`config.mk`:
```
export PLATFORM = sky130hd
export DESIGN_NAME = systolic_skew_feeder
export DESIGN_NICKNAME = d
export VERILOG_FILES = /design/src/rtl/systolic_skew_feeder.sv
export SDC_FILE = /design/constraint.sdc
export NUM_CORES = 1
export LEC_CHECK = 0
export CAP_MARGIN = 40
export CORE_ASPECT_RATIO = 0.6
export CORE_MARGIN = 4
export CORE_UTILIZATION = 43
export DETAILED_ROUTE_END_ITERATION = 10
export PLACE_DENSITY = 0.75
export SYNTH_ARGS = -nofsm -noshare
export SYNTH_HDL_FRONTEND = slang
export SYNTH_SLANG_ARGS = --single-unit
export TNS_END_PERCENT = 1
```
`constraint.sdc`:
```
create_clock -name clk -period 1.1 [get_ports clk]
set_input_delay 0.165 -clock clk [delete_from_list [all_inputs] [get_ports clk]]
set_output_delay 0.165 -clock clk [all_outputs]
set_load 0.05 [all_outputs]
```
`src/rtl/systolic_skew_feeder.sv`:
```
// Upstream feeder for the 4x4 systolic array: turns one unskewed K-slice per
// handshake into the diagonal wavefront the array expects, and flags frame completion.
module systolic_skew_feeder #(
  parameter int DATA_W    = 16,
  parameter int ARRAY_LAT = 7,
  parameter int CNT_W     = 4
) (
  input  logic                  clk,
  input  logic                  rst,
  input  logic                  in_valid,
  output logic                  in_ready,
  input  logic                  in_last,
  input  logic [4*DATA_W-1:0]   in_a,
  input  logic [4*DATA_W-1:0]   in_b,
  output logic [DATA_W-1:0]     a1,
  output logic [DATA_W-1:0]     a2,
  output logic [DATA_W-1:0]     a3,
  output logic [DATA_W-1:0]     a4,
  output logic [DATA_W-1:0]     b1,
  output logic [DATA_W-1:0]     b2,
  output logic [DATA_W-1:0]     b3,
  output logic [DATA_W-1:0]     b4,
  output logic                  busy,
  output logic                  done
);

  typedef enum logic [1:0] {
    IDLE  = 2'd0,
    FEED  = 2'd1,
    DRAIN = 2'd2
  } state_t;

  // Edges from the last accept until PE(4,4) holds its final product:
  // three extra skew stages on lane 4 plus the array's own latency.
  localparam logic [CNT_W-1:0] DRAIN_CYCLES = CNT_W'(3 + ARRAY_LAT);

  state_t            state;
  state_t            state_next;
  logic [CNT_W-1:0]  cnt;
  logic [CNT_W-1:0]  cnt_next;
  logic              done_next;
  logic              accept;

  logic [DATA_W-1:0] a_out [4];
  logic [DATA_W-1:0] b_out [4];

  assign in_ready = (state != DRAIN);
  assign busy     = (state != IDLE);
  assign accept   = in_valid && in_ready;

  // NOTE: every variable gets its default before the case so no path can
  // leave one unassigned, which would otherwise infer a latch.
  always_comb begin
    state_next = state;
    cnt_next   = cnt;
    done_next  = 1'b0;
    unique case (state)
      IDLE, FEED: begin
        if (accept) begin
          if (in_last) begin
            state_next = DRAIN;
            cnt_next   = DRAIN_CYCLES;
          end else begin
            state_next = FEED;
          end
        end
      end
      DRAIN: begin
        if (cnt <= CNT_W'(1)) begin
          state_next = IDLE;
          cnt_next   = '0;
          done_next  = 1'b1;
        end else begin
          cnt_next = cnt - CNT_W'(1);
        end
      end
      default: begin
        state_next = IDLE;
        cnt_next   = '0;
      end
    endcase
  end

  // NOTE: sequential state uses non-blocking assignments so every flop
  // samples pre-edge values regardless of statement order.
  always_ff @(posedge clk or negedge rst) begin
    if (!rst) begin
      state <= IDLE;
      cnt   <= '0;
      done  <= 1'b0;
    end else begin
      state <= state_next;
      cnt   <= cnt_next;
      done  <= done_next;
    end
  end

  // Lane i is a chain of i+1 registers; idle cycles push zeros so bubbles
  // contribute zero products inside the array.
  for (genvar i = 0; i < 4; i++) begin : g_lane
    logic [DATA_W-1:0] a_st [i+1];
    logic [DATA_W-1:0] b_st [i+1];

    // NOTE: these small register arrays are plain flops, so they are reset
    // explicitly; a reset must flush in-flight data, not just the FSM.
    always_ff @(posedge clk or negedge rst) begin
      if (!rst) begin
        for (int s = 0; s < i + 1; s++) begin
          a_st[s] <= '0;
          b_st[s] <= '0;
        end
      end else begin
        a_st[0] <= accept ? in_a[i*DATA_W +: DATA_W] : '0;
        b_st[0] <= accept ? in_b[i*DATA_W +: DATA_W] : '0;
        for (int s = 1; s < i + 1; s++) begin
          a_st[s] <= a_st[s-1];
          b_st[s] <= b_st[s-1];
        end
      end
    end

    assign a_out[i] = a_st[i];
    assign b_out[i] = b_st[i];
  end

  assign a1 = a_out[0];
  assign a2 = a_out[1];
  assign a3 = a_out[2];
  assign a4 = a_out[3];
  assign b1 = b_out[0];
  assign b2 = b_out[1];
  assign b3 = b_out[2];
  assign b4 = b_out[3];

endmodule

```
==> metrics.csv <==
metric,value,unit
crit_fanout,2,
grt_usage,16.6,%
pwr_density_cell,2260,nW/um^2
reg2regPathDepth,7,
min_period_over_period,149,%
start_util,43.7,%
grt_first_pass_wirelength,32900,um
port_buffers,262,
ys_warn_count,0,
grt_start_max_net_pins,59,
power_leakage,7.50,nW
setup_viol,265,
clk_path_buf_depth,3,
clk_latency,0.54,ns
yosysTopAreaCell,dfrtp_1,
cts-root-buf,clkbuf_16,
routed_wl,21300,um
async_flop_share,100,%
nNetsFinal,962,
violations,setup timing,
via_per_inst,4.44,
ir_worst_vdd,1.28,mV
min_from,in_valid,
antenna_found_initial,2,
tritoncts,built,
gp_congestion,0.781,
drv_slew,0,
synth_area_leaders,"dfrtp_1, and3_1, buf_4, buf_6, clkbuf_1",
hold_class,in2reg,
crit_path_end_kind,output pin,
worstSetupPathType,reg2out,
skew,0.0164,ns
first_global_vias,5725,
die-area,26000,sq um
drc_errors,0,
final_hold_viol_count,0,
hold_depth,3,
critPathArrivalTime,1.47,ns
dieHeight,127,um
syn-cell-area,10100,sq um
syn_avg_cell_area,16.6,sq um
cts_sinks,327,
fin_crit,1.63,ns
synth_fp_nets,741,
drtPass1Iterations,4,
htreeDepth,1,
place_ws,-0.147,ns
synth_most_common_cell,dfrtp_1,
synth-seq-area-share,81.2,%
io_pins,263,
first_iter_violations,194,
place_inst,1103,
rows,43,
ys_seq_elements,327,
coreArea,23100,sq um
r2r_slack,-0.47,ns
cts.clk_slew.worst_paths,0.07,ns
area_delta_synth_final,52.1,%
tightest_slew,0.335,ns
ant_nets,0,
max_freq,612,MHz
setup_ws,-0.534,ns
slew_headroom,77.7,%
cap_violations,0,
min_to,cnt[3]$_DFFE_PN0P_,
rsz0062_at_grt,yes,
r2r-start,state[0]$_DFFE_PN0P_,
seqCellArea,8180,sq um
fin_util,66.4,%
synth_top_area_share,81.2,%
synth_ff_type,dfrtp_1,
multiInputGateArea,1140,sq um
hpwl,14800,um
final_cell_count_no_fill,1163,
r2r-end,g_lane[2].b_st[46]$_DFF_PN0_,
overflow,0,
ys_top_cells_by_count,"dfrtp_1, and3_1, buf_4",
via_count,5163,
drive_gt1_share,31.5,%
status,"complete, but fails checks",
cts_made_buffers,28,
power,34.7,mW
synth-edff-count,0,
die_width,206,um
wl_per_cell,18.3,um
syn_inst,607,
setup.worst_path.start_class,flip-flop,
ys_types,25,
num-fill-cells,1480,
worstPathRequired,0.94,ns
## layout make-up
class	count	share of cell area, %
tap	315	2.57
clock buffer	35	4.94
sequential	327	53.4
inverter	4	0.131
antenna	1	0.0163
timing repair buffer	315	29.9
clock inverter	14	1.66
multi-input combinational	152	7.43
## state kept, by name, summed over array words and instances (netlist names)
register	flops
g_lane.a_st	96
g_lane.b_st	96
a1	16
a2	16
a3	16
a4	16
b1	16
b2	16
b3	16
b4	16
cnt	4
state	2
done	1
## layer usage
layer	wire length (um)	track usage (%)	vias to the layer above	part of all wire (%)
met3	2170	7.00	34	10
li1	-	-	2326	-
met2	10600	27.7	193	50
met4	446	3.54	2	2.1
met1	8130	20.4	2608	38
met5	13	0	-	0.061
## worst max-delay path: stages (launching register included)
cell and delay [ns]:
dfrtp_1 0.42, buf_6 0.13, or2_4 0.23, buf_8 0.15
## through the flow
| step | setup TNS, ns | cell area, sq um | hold WS [ns] |
|---|---|---|---|
| floorplan | -8.92 | 10100 | -0.131 |
| global placement | -8.09 | 14100 | 0.00903 |
| detailed placement | -10.82 | 14100 | 0.0112 |
| CTS | -59.18 | 15300 | 0.0177 |
| global route | -84.26 | 15300 | 0.0441 |
| finish | -70.82 | 15300 | 0.0386 |
## layout by cell type, fill, tap and decap left out, types with 3 or more instances in the layout
cell	instances
dfrtp_1	326
buf_12	147
clkdlybuf4s50_1	129
and3_1	100
buf_4	31
and3_4	28
clkbuf_16	28
bufinv_16	6
clkbuf_1	4
buf_6	4
a21oi_1	3
nand2_1	3
clkbuf_8	3
## cells by family (layout without fill, tap and decap cells)
group | count (synthesis) | count (layout) | synth area share [%]
other cells | 0 | 1 | 0
buf+inv | 128 | 368 | 9.11
compound gates | 11 | 11 | 0.708
fa+ha+maj | 2 | 2 | 0.248
simple gates | 138 | 138 | 8.64
flops | 327 | 327 | 81.2
mux | 1 | 1 | 0.0993
## repair_timing
| action | 4_1_cts | 5_1_grt |
|---|---|---|
| hold buffers | 1 | 0 |
| pin swaps | 14 | 7 |
| gates cloned | 1 | 0 |
| endpoints found under the hold margin | 327 | 0 |
| setup buffers | 5 | 3 |
| gates resized for setup | 29 | 11 |
| endpoints found under the setup margin | 265 | 265 |
## where the power goes
group | leakage, nW | internal (mW) | switching, mW | total, mW
registers | 4.29 | 13.8 | 0.982 | 14.8
clock network | 0.487 | 6.33 | 4.23 | 10.6
logic | 2.73 | 4.70 | 4.65 | 9.34
## how the worst max path moves through the flow
stage	to	depth (start not counted)	start	slack, ns
global route	in_ready	4	state[0]$_DFFE_PN0P_	-0.59
detailed placement	cnt[0]$_DFFE_PN0P_	5	cnt[0]$_DFFE_PN0P_	-0.15
finish	busy	3	state[0]$_DFFE_PN0P_	-0.53
global placement	in_ready	4	state[0]$_DFFE_PN0P_	-0.1
floorplan	g_lane[3].a_st[60]$_DFF_PN0_	5	state[1]$_DFFE_PN0P_	-0.11
CTS	busy	3	state[0]$_DFFE_PN0P_	-0.56
No activity file was read; power rests on OpenSTA's default activity.
